[src/rtl/tow_pkg.sv]
// Shared types and display constants for the tug-of-war match sequencer.
package tow_pkg;

  typedef enum logic [1:0] {
    IDLE = 2'd0,
    PLAY = 2'd1,
    HOLD = 2'd2,
    OVER = 2'd3
  } state_t;

  localparam logic [1:0] WIN_NONE = 2'd0;
  localparam logic [1:0] WIN_P1   = 2'd1;
  localparam logic [1:0] WIN_P2   = 2'd2;

  // Active-low segments, bit order {g,f,e,d,c,b,a}
  localparam logic [6:0] SEG_BLANK = 7'b1111111;
  localparam logic [6:0] SEG_1     = 7'b1111001;
  localparam logic [6:0] SEG_2     = 7'b0100100;

  localparam logic [6:0] SEG_DIGITS [10] = '{
    7'b1000000, 7'b1111001, 7'b0100100, 7'b0110000, 7'b0011001,
    7'b0010010, 7'b0000010, 7'b1111000, 7'b0000000, 7'b0010000
  };

  // Digit lookup; anything above 9 is shown blank
  function automatic logic [6:0] seg_lookup(input logic [3:0] value);
    logic [6:0] seg;
    seg = SEG_BLANK;
    for (int i = 0; i < 10; i++) begin
      if (value == 4'(i)) seg = SEG_DIGITS[i];
    end
    return seg;
  endfunction

endpackage

[src/rtl/tow_match_ctrl_seg7_digit.sv]
// 4-bit value to active-low 7-segment pattern, blank for values above 9.
module seg7_digit
  import tow_pkg::*;
(
  input  logic [3:0] value,
  output logic [6:0] seg
);

  // Pure table decode of the score digit
  assign seg = seg_lookup(value);

endmodule

[src/rtl/tow_match_ctrl.sv]
// Round/match sequencer for tug-of-war: detects round wins, keeps score,
// holds the playfield in reset between rounds and declares the match winner.
module tow_match_ctrl
  import tow_pkg::*;
#(
  parameter int WIN_TARGET  = 3,
  parameter int HOLD_CYCLES = 1024,
  parameter int CW          = 10
) (
  input  logic       clk,
  input  logic       reset,
  input  logic       start,
  input  logic       L,
  input  logic       R,
  input  logic       lmost,
  input  logic       rmost,
  output logic       field_reset,
  output logic       press_en,
  output logic [1:0] round_winner,
  output logic       match_over,
  output logic [6:0] hex_p1,
  output logic [6:0] hex_p2,
  output logic [6:0] hex_win
);

  localparam logic [3:0]    TARGET    = 4'(WIN_TARGET);
  localparam logic [CW-1:0] HOLD_LOAD = CW'(HOLD_CYCLES - 1);

  state_t        state, state_n;
  logic [3:0]    score1, score1_n;
  logic [3:0]    score2, score2_n;
  logic [1:0]    winner, winner_n;
  logic [CW-1:0] cnt, cnt_n;

  logic          p1_win, p2_win;
  logic [3:0]    score1_inc, score2_inc;

  // Raw round-win conditions; contradictory presses or both ends lit never count
  assign p1_win = R & ~L & rmost & ~lmost;
  assign p2_win = L & ~R & lmost & ~rmost;

  // Saturating increments so a score can never pass the target
  assign score1_inc = (score1 < TARGET) ? score1 + 4'd1 : score1;
  assign score2_inc = (score2 < TARGET) ? score2 + 4'd1 : score2;

  // State, scores, last round winner and hold counter registers
  always_ff @(posedge clk) begin
    if (reset) begin
      state  <= IDLE;
      score1 <= 4'd0;
      score2 <= 4'd0;
      winner <= WIN_NONE;
      cnt    <= '0;
    end else begin
      state  <= state_n;
      score1 <= score1_n;
      score2 <= score2_n;
      winner <= winner_n;
      cnt    <= cnt_n;
    end
  end

  // Next-state logic; start outranks a simultaneous win in PLAY
  always_comb begin
    state_n  = state;
    score1_n = score1;
    score2_n = score2;
    winner_n = winner;
    cnt_n    = cnt;
    unique case (state)
      IDLE: begin
        if (start) begin
          state_n  = PLAY;
          score1_n = 4'd0;
          score2_n = 4'd0;
          winner_n = WIN_NONE;
        end
      end
      PLAY: begin
        if (start) begin
          score1_n = 4'd0;
          score2_n = 4'd0;
          winner_n = WIN_NONE;
        end else if (p1_win) begin
          score1_n = score1_inc;
          winner_n = WIN_P1;
          if (score1_inc == TARGET) begin
            state_n = OVER;
          end else begin
            state_n = HOLD;
            cnt_n   = HOLD_LOAD;
          end
        end else if (p2_win) begin
          score2_n = score2_inc;
          winner_n = WIN_P2;
          if (score2_inc == TARGET) begin
            state_n = OVER;
          end else begin
            state_n = HOLD;
            cnt_n   = HOLD_LOAD;
          end
        end
      end
      HOLD: begin
        if (cnt == '0) begin
          state_n  = PLAY;
          winner_n = WIN_NONE;
        end else begin
          cnt_n = cnt - 1'b1;
        end
      end
      OVER: begin
        if (start) begin
          state_n  = PLAY;
          score1_n = 4'd0;
          score2_n = 4'd0;
          winner_n = WIN_NONE;
        end
      end
      default: state_n = IDLE;
    endcase
  end

  // Moore outputs decoded from registered state only
  always_comb begin
    field_reset  = (state != PLAY);
    press_en     = (state == PLAY);
    match_over   = (state == OVER);
    round_winner = winner;
    case (winner)
      WIN_P1:  hex_win = SEG_1;
      WIN_P2:  hex_win = SEG_2;
      default: hex_win = SEG_BLANK;
    endcase
  end

  seg7_digit u_seg_p1 (
    .value (score1),
    .seg   (hex_p1)
  );

  seg7_digit u_seg_p2 (
    .value (score2),
    .seg   (hex_p2)
  );

endmodule

[config.mk]
export PLATFORM = sky130hd
export DESIGN_NAME = tow_match_ctrl
export DESIGN_NICKNAME = d
export VERILOG_FILES = /design/src/rtl/tow_pkg.sv /design/src/rtl/tow_match_ctrl_seg7_digit.sv /design/src/rtl/tow_match_ctrl.sv
export SDC_FILE = /design/constraint.sdc
export NUM_CORES = 1
export LEC_CHECK = 0
export CORE_MARGIN = 1
export CORE_UTILIZATION = 47
export DETAILED_ROUTE_END_ITERATION = 10
export GPL_ROUTABILITY_DRIVEN = 1
export PLACE_DENSITY = 0.86
export SYNTH_ARGS = -nofsm -noshare
export SYNTH_HDL_FRONTEND = slang
export SYNTH_HIERARCHICAL = 1
export SYNTH_SLANG_ARGS = --single-unit
[constraint.sdc]
create_clock -name clk -period 2 [get_ports clk]
set_input_delay 0.4 -clock clk [delete_from_list [all_inputs] [get_ports clk]]
set_output_delay 0.4 -clock clk [all_outputs]
set_load 0.005 [all_outputs]
; Yosys cells after proc, flatten, opt, wreduce, memory -nomap -nowiden
; Index checks and enable logic that the tools add are counted.
; W data, S select, Z words.
[word_totals]
ff_bits = 22
input_bits = 7
output_inout_bits = 26
word_cells = 121
[classes]
addsub = 3
magnitude_cmp = 2
n_eq_ne = 37
n_mux = 52
n_bitwise = 10
reduce_logical = 12
[op_table]
columns = operator, count
row1 = $mux W7, 16
row2 = $mux W10, 6
row3 = $eq A4 B3 Y1 const B, 8
row4 = $mux W4, 8
row5 = $eq A4 B2 Y1 const B, 6
row6 = $mux W6, 4
row7 = $mux W2, 10
row8 = $pmux W10 S2, 1
row9 = $eq A4 B4 Y1 const B, 4
row10 = $pmux W4 S2, 2
row11 = $pmux W7 S2, 1
row12 = $pmux W2 S3, 2
row13 = $logic_not A10 Y1, 1
row14 = $sub A10 B1 Y10 const B, 1
row15 = $ne A3 B3 Y1 const B, 3
row16 = $add A4 B1 Y4 const B, 2
row17 = $eq A4 B1 Y1 const B, 2
row18 = $logic_not A4 Y1, 2
row19 = $lt A4 B2 Y1 const B, 2
row20 = $reduce_and A4 Y1, 2
row21 = $and A1 B1 Y1, 6
row22 = $eq A2 B2 Y1 const B, 3
row23 = $ne A2 B2 Y1 const B, 3
row24 = $ne A3 B2 Y1 const B, 2
row25 = other kinds (11), 19

; Longest topological paths before layout
; Gate-level depths: netlist of the first run.
[depth]
word_depth = 11
ltp_mapped = 8
mapped_depth_nobuf = 7

; Modules after synthesis
; The synthesis of the first run kept the hierarchy.
[by_module_without_submodules]
columns = module, n_inst, cells_per_inst, area_each_um2, seq_area_each_um2
row1 = tow_match_ctrl, 1, 177, 1470.2, 440.4
row2 = seg7_digit, 2, 24, 145.1, 0.0

; Worst setup path before layout of the first run
; OpenSTA, ideal clock, no wires.
[synth_path]
kind = register to register
start = register score1[0]
end = register cnt[6]
setup_time_ps = 128
arrival_time_ps = 2039
t_required_ps = 1872
path_slack_ps = -167
path_stages_with_launch = 8
n_path_buf = 1
synth_period_minus_slack_ps = 2167
cell_sequence = dfxtp_1 ha_1 or3b_1 a2111o_1 a31oi_4 or3_1 buf_2 o32ai_1
[synth_via]
elab_chain_cells = 5
elab_cells_between_ends = 6
classes_between = add/sub (1) / order compare (1) / eq/ne (2) / mux (1) / reduce/logical (1)
[synth_rtl]
columns = item, line_no
row1 = "start, declared", tow_match_ctrl.sv:30  ; logic [3:0] score1, score1_n;
row2 = "start signal, assigned", tow_match_ctrl.sv:56  ; score1 <= score1_n;
row3 = $add A4 B1 Y4 / $lt A4 B2 Y1 (equally long branches), tow_match_ctrl.sv:43  ; assign score1_inc = (score1 < TARGET) ? score1 + 4'd1 : score1;
row4 = $mux W4 (*), tow_match_ctrl.sv:43
row5 = $eq A4 B2 Y1 (*), tow_match_ctrl.sv:87  ; if (score1_inc == TARGET) begin
row6 = $ne A3 B3 Y1 (no line) (*), n/a
row7 = $reduce_and A6 Y1 (no line) (*), n/a
row8 = "end signal, assigned", tow_match_ctrl.sv:59  ; cnt <= cnt_n;
row9 = "end, declared", tow_match_ctrl.sv:33  ; logic [CW-1:0] cnt, cnt_n;
; Mark *: on every way between the ends. The rest lies on a longest branch, timed or not.
; A chain may end at the register's enable or synchronous reset.

; Worst setup path after layout of the first run
[layout_path]
start = register score1[0]
end = register cnt[8]
; The elaborated chain is that of the path after synthesis.

==> results of run 1 <==
[state kept, by name, summed over array words and instances, names as in the netlist]
signal,count
cnt,10
round_winner,2
score1,4
score2,4
state,2
[power groups by stage]
stage	clock network (mW)	registers (mW)	logic, mW
after global placement	0	0.699	1.44
after global routing	0.447	0.716	1.78
after floorplan	0	0.690	0.978
final	0.421	0.702	1.61
after detailed placement	0	0.705	1.47
after CTS	0.427	0.699	1.55
[repair_timing]
action | CTS | global route
endpoints found under the setup margin | 24 | 17
cloned | 1 | 1
buffers inserted | 0 | 5
pin swaps | 4 | 3
resized for setup | 34 | 17
[through the flow]
stage	instances	hold WS [ns]	power (mW)
2_1_floorplan	225	0.4580	1.668
3_3_place_gp	310	0.4743	2.139
3_5_place_dp	310	0.4852	2.178
4_1_cts	315	0.4983	2.677
5_1_grt	320	0.5220	2.942
6_report	320	0.4936	2.736
[cells in the final DEF (no fill, tap or decap), types with 5 or more instances in the layout]
cell             instances
a21oi_1                 10
and2_1                   5
buf_4                   22
clkdlybuf4s50_1         17
dfxtp_1                 13
dfxtp_2                  5
dlygate4sd2_1           10
ha_1                     9
inv_1                   22
nand2_1                 20
nand3_1                  8
nor2_1                  19
nor3_1                  10
nor3b_1                  7
o21ai_0                  7
[worst register-to-register path, delay by kind of cell (launching register included)]
kind                     cells  cell delay [ns]
AO/OA/AOI/OAI                3             0.82
adder cells (fa/ha/maj)      1             0.26
buffers and inverters        1             0.18
flip-flops                   1             0.36
AND/OR/NAND/NOR              2             0.45
[kinds of logic after synthesis]
group	synth area share [%]
muxes	1.706
other	0.2130
AOI/OAI and AO/OA	27.22
xor gates and xnor gates	0.9952
DFF	25.02
adders and majority gates	7.818
buffers and inverters	10.38
and+or+nand+nor	26.65
[path summary, 6_finish.rpt]
| check | slack, ns | start | to | cells past startpoint |
|---|---|---|---|---|
| hold / removal | 0.49 | cnt[7]$_SDFFE_PP0P_ | cnt[7]$_SDFFE_PP0P_ | 1 |
| setup / recovery | -0.15 | score1[0]$_SDFFE_PP0P_ | cnt[8]$_SDFFE_PP0P_ | 7 |
| setup reg to reg | -0.15 | score1[0]$_SDFFE_PP0P_ | cnt[8]$_SDFFE_PP0P_ | 7 |
| hold reg to reg | 0.49 | cnt[7]$_SDFFE_PP0P_ | cnt[7]$_SDFFE_PP0P_ | 1 |
[cell type report]
class | count | area [sq um] | share of cell area (%)
repair buffers | 60 | 543.0 | 21.88
inverters | 22 | 82.58 | 3.327
multi-input cells | 166 | 1266 | 51.01
clock buffers | 3 | 41.29 | 1.663
well taps | 46 | 57.56 | 2.319
flip-flops and latches | 22 | 461.7 | 18.60
clock inverters | 1 | 30.03 | 1.210
[metal layers]
metal,part of all wire (%),track usage [%],routed length (microns),up-vias
met5,0,0,0,-
met3,4.4,3.442,216,10
met4,1.6,7.670,76,0
li1,-,-,-,900
met2,51,42.74,2501,63
met1,43,29.65,2108,885
==> impl_metrics.env, run 1 <==
export IMPL_vias=1858
export IMPL_synth_area_leader_cell="dfxtp_1"
export IMPL_clockBufferDepth=2
export IMPL_syn_avg_cell_area_sq_um=7.824
export IMPL_final_util_pct=71.57
export IMPL_cts_hold_buf=0
export IMPL_status="finished with violations"
export IMPL_crit_path_start_kind="flip-flop"
export IMPL_grt_pass1_vias=1742
export IMPL_leakagePower_nw=1.046
export IMPL_fin_crit_sh_pct=107.6
export IMPL_synth_cell_types=56
export IMPL_clock_latency_ns=0.27
export IMPL_crit_family="compound AO/OA/AOI/OAI gates"
export IMPL_yosysTopAreaCellShare_pct=25.02
export IMPL_final_cell_area_sq_um=2482
export IMPL_die_h_microns=63.20
export IMPL_power_density_nw_per_um2=1102
export IMPL_synth_nets=243
export IMPL_setup_violations_final=11
export IMPL_ir_drop_uv=965.2
export IMPL_postLayoutSetupSlackWorst_ns=-0.1511
export IMPL_synth_common_cells="dfxtp_1 (22), inv_1 (22), nand2_1 (20)"
export IMPL_p_seq_share_pct=25.7
export IMPL_cts_inserted_buffers=3
export IMPL_cts_tree="yes"
export IMPL_cts_sinks=22
export IMPL_antenna_found_initial=0
export IMPL_viasPerCell=5.806
export IMPL_hold_path_class="reg2reg"
export IMPL_ys_seq_area_share_pct=25.02
export IMPL_synth_edf_count=0
export IMPL_maxCapViolations=0
export IMPL_drc=0
export IMPL_crit_chain="ha_4, or3b_4, a2111o_1, a31oi_4, buf_6, nor3_1, o32ai_2"
export IMPL_synth_top_flop_cell="dfxtp_1"
export IMPL_grt_usage_pct=24.09
export IMPL_grt_max_degree=17
export IMPL_swShare_pct=41.41
export IMPL_syn_area_sq_um=1760
export IMPL_tns_ns=-1.135
export IMPL_routed_wl_microns=4903
export IMPL_cp_end_kind="flip-flop"
export IMPL_fp_row_count=21
export IMPL_place_ws_ns=-0.4926
export IMPL_fmax_mhz=464.9
export IMPL_postRouteAntennaNets=0
export IMPL_grt_ovfl_total=0
export IMPL_clock_power_share_pct=15.4
export IMPL_cp_num_buf_inv=1
export IMPL_crit_fanout=6
export IMPL_place_congestion=0.8769
export IMPL_crit_path_max_incr_delay_ns=0.42
export IMPL_slew_viol_final=0
export IMPL_ys_ff_latch=22
export IMPL_h_tree_depth=1
export IMPL_critical_path_class="reg2reg"
export IMPL_dp_hpwl_microns=3009
export IMPL_ios=33
export IMPL_synth_area_leaders="dfxtp_1 (25%), ha_1 (7.8%), inv_1 (4.7%)"
export IMPL_layout_nets=293
export IMPL_layout_drive_gt1_share_pct=25.18
export IMPL_root_buffer="clkbuf_8"
export IMPL_numPortBuffers=31
export IMPL_period_needed_ns=2.151
export IMPL_p_int_mw=1.603
export IMPL_power_switching_mw=1.133
export IMPL_area_growth_syn_to_layout_pct=41.01
export IMPL_n_fill_cell=259
export IMPL_critPathArrivalTime_ns=2.34
export IMPL_async_flop_share_pct=0
export IMPL_die_x_microns=63.20
export IMPL_clk_pin_slew_ns=0.09
export IMPL_required_ns=2.19
export IMPL_grt_pass1_wl_microns=7824
export IMPL_dr_pass1_iters=4
export IMPL_wl_per_cell_microns=15.32
export IMPL_die_area_sq_um=3994
export IMPL_drtIter0Drc=157
export IMPL_synth_cells=225
export IMPL_place_area_sq_um=2231
export IMPL_start_util_pct=50.76
export IMPL_comb_power_share_pct=59.0
export IMPL_core_area_sq_um=3468
export IMPL_grt_setup_unrepaired="yes"
export IMPL_hold_viol=0
export IMPL_cp_slowest_cell="a2111o_1"
export IMPL_finClkSkew_ns=0.009608
export IMPL_violations="negative setup slack"
export IMPL_ys_warn_count=6
export IMPL_num_antenna_cells=0
No activity file was read; power rests on OpenSTA's default activity.
==> inputs of run 2 (changes only) <==
--- a/config.mk
+++ b/config.mk
@@ -5,6 +5,7 @@
 export SDC_FILE = /design/constraint.sdc
 export NUM_CORES = 1
 export LEC_CHECK = 0
+export CAP_MARGIN = 20
 export CORE_MARGIN = 1
 export CORE_UTILIZATION = 47
 export DETAILED_ROUTE_END_ITERATION = 10
==> results of run 2 <==
Same layout as run 1: the final DEF is identical, and so are final timing and power.
==> inputs of run 3 (changes only) <==
--- a/config.mk
+++ b/config.mk
@@ -6,11 +6,13 @@
 export NUM_CORES = 1
 export LEC_CHECK = 0
 export CAP_MARGIN = 20
+export CELL_PAD_IN_SITES_DETAIL_PLACEMENT = 0
+export CELL_PAD_IN_SITES_GLOBAL_PLACEMENT = 1
 export CORE_MARGIN = 1
-export CORE_UTILIZATION = 47
+export CORE_UTILIZATION = 34
 export DETAILED_ROUTE_END_ITERATION = 10
 export GPL_ROUTABILITY_DRIVEN = 1
-export PLACE_DENSITY = 0.86
+export PLACE_DENSITY = 0.85
 export SYNTH_ARGS = -nofsm -noshare
 export SYNTH_HDL_FRONTEND = slang
 export SYNTH_HIERARCHICAL = 1
==> run 3 against run 2 <==
Net effect: the flow still finishes with violations (negative setup slack); setup slack got worse by 0.0074 ns; combinational power increased by 4%; core utilization decreased by 19 points; clock power decreased by 21%; via count decreased by 3.9%; sequential share of layout area decreased by 0.43 points; worst hold slack got worse by 0.0020 ns; final area increased by 1.8%; critical path depth increased by 1; largest cell class unchanged.
==> impl_metrics.env, run 3 (synthesized netlist as in run 1, its figures left out) <==
export IMPL_clock_latency_ns=0.27
export IMPL_largestRegisters="cnt x10, score1 x4, score2 x4"
export IMPL_cts_hold_buf=0
export IMPL_postRouteAntennaNets=0
export IMPL_h_tree_depth=1
export IMPL_tns_ns=-1.113
export IMPL_required_ns=2.19
export IMPL_dp_hpwl_microns=3289
export IMPL_drtIter0Drc=106
export IMPL_drc=0
export IMPL_grt_setup_unrepaired="yes"
export IMPL_fin_crit_sh_pct=107.9
export IMPL_swShare_pct=41.18
export IMPL_cts_sinks=22
export IMPL_vias=1786
export IMPL_grt_ovfl_total=0
export IMPL_ios=33
export IMPL_clockBufferDepth=2
export IMPL_grt_pass1_vias=1679
export IMPL_crit_path_start_kind="flip-flop"
export IMPL_num_antenna_cells=0
export IMPL_p_int_mw=1.594
export IMPL_crit_fanout=5
export IMPL_final_common_cell="buf_4"
export IMPL_dr_pass1_iters=4
export IMPL_stdcell_count=346
export IMPL_power_density_nw_per_um2=1072
export IMPL_final_cell_area_sq_um=2527
export IMPL_numPlacedInstances=337
export IMPL_power_switching_mw=1.116
export IMPL_period_needed_ns=2.159
export IMPL_clk_pin_slew_ns=0.09
export IMPL_setup_violations_final=11
export IMPL_ff2ff_setup_slack_ns=-0.16
export IMPL_place_congestion=0.7543
export IMPL_root_buffer="clkbuf_8"
export IMPL_cts_inserted_buffers=3
export IMPL_layout_drive_gt1_share_pct=24.73
export IMPL_comb_power_share_pct=62.0
export IMPL_antenna_found_initial=0
export IMPL_die_area_sq_um=5469
export IMPL_power_mw=2.709
export IMPL_clock_power_share_pct=12.3
export IMPL_reg2reg_depth=8
export IMPL_ir_drop_uv=676.2
export IMPL_place_area_sq_um=2290
export IMPL_final_cell_mix="buf_4 (27), inv_1 (22), nand2_1 (20), clkdlybuf4s50_1 (19), nor2_1 (18)"
export IMPL_area_growth_syn_to_layout_pct=43.57
export IMPL_finClkSkew_ns=0.009893
export IMPL_fmax_mhz=463.3
export IMPL_fp_row_count=25
export IMPL_status="finished with violations"
export IMPL_min_path_cells=1
export IMPL_grt_usage_pct=17.74
export IMPL_regMostFlops="cnt"
export IMPL_grt_pass1_wl_microns=7562
export IMPL_p_seq_share_pct=25.7
export IMPL_critical_path_class="reg2reg"
export IMPL_die_h_microns=73.96
export IMPL_maxCapViolations=0
export IMPL_cts_tree="yes"
export IMPL_violations="negative setup slack"
export IMPL_critPathArrivalTime_ns=2.35
export IMPL_start_util_pct=36.31
export IMPL_place_ws_ns=-0.5038
export IMPL_wl_per_cell_microns=13.84
export IMPL_rr_endpoint="cnt[2]$_SDFFE_PP0P_"
export IMPL_worstReg2RegStart="score1[0]$_SDFFE_PP0P_"
export IMPL_postLayoutSetupSlackWorst_ns=-0.1585
export IMPL_hold_viol=0
export IMPL_leakagePower_nw=1.071
export IMPL_largest_reg_flops=10
export IMPL_layout_nets=298
export IMPL_routed_wl_microns=4789
export IMPL_hold_path_class="reg2reg"
export IMPL_numPortBuffers=31
export IMPL_min_from="cnt[7]$_SDFFE_PP0P_"
export IMPL_cp_end_kind="flip-flop"
export IMPL_slew_viol_final=0
export IMPL_whs_endpoint="cnt[7]$_SDFFE_PP0P_"
export IMPL_grt_max_degree=17
export IMPL_core_area_sq_um=4848
export IMPL_die_x_microns=73.96
export IMPL_viasPerCell=5.162
run 3: cell types whose count changed in the layout (fill, tap and decap cells not counted), moves of 2 or more:
cell	change
buf_4	+5
dlygate4sd2_1	-4
clkdlybuf4s50_1	+2
dlymetal6s2s_1	+2
o21ai_0	+2
o21ai_1	-2
run 3: routing by layer:
metal	wire (microns)	global-route usage, %
met1	2246	22.20
met2	2320	30.91
met3	157	3.252
met4	65	5.342
met5	0	0
run 3: stage by stage:
step	utilization [%]	hold slack, ns
after floorplan	-	0.4580
after global routing	52.13	0.5228
after CTS	49.47	0.4902
final	52.13	0.4915
after global placement	47.23	0.4746
after detailed placement	47.23	0.4781
run 3: power by group through the flow:
stage	Combinational [mW]	Clock, mW	Sequential [mW]
3_5_place_dp	1.50	0	0.701
4_1_cts	1.53	0.347	0.694
2_1_floorplan	0.978	0	0.690
5_1_grt	1.86	0.365	0.719
3_3_place_gp	1.46	0	0.697
6_report	1.68	0.333	0.697
run 3: what timing repair did:
item                       CTS  global route
pin swaps                    1             5
cloned                       0             2
buffers inserted             0             4
setup endpoints to repair   25            20
gates resized for setup     25            16
run 3: layout make-up:
class	count	area, sq um
Fill cell	464	2321
Tap cell	67	83.83
Sequential cell	22	459.2
Timing Repair Buffer	65	614.3
Multi-Input combinational cell	166	1232
Inverter	22	82.58
Clock buffer	4	55.05
run 3: how the worst max path moves through the flow:
| stage | end | from |
|---|---|---|
| final | cnt[2]$_SDFFE_PP0P_ | score1[0]$_SDFFE_PP0P_ |
| after global routing | cnt[6]$_SDFFE_PP0P_ | score1[0]$_SDFFE_PP0P_ |
| after CTS | cnt[1]$_SDFFE_PP0P_ | score1[0]$_SDFFE_PP0P_ |
| after detailed placement | cnt[4]$_SDFFE_PP0P_ | L |
| after global placement | cnt[4]$_SDFFE_PP0P_ | L |
| after floorplan | cnt[1]$_SDFFE_PP0P_ | score1[0]$_SDFFE_PP0P_ |
run 3: worst max-delay path, stage by stage, from the launching register on:
cell and delay, ns:
dfxtp_4 0.37, ha_4 0.26, or3b_1 0.36, a2111o_1 0.43, a31oi_4 0.20, buf_4 0.17
clkbuf_16 0.13, o211ai_1 0.09, o31ai_1 0.08
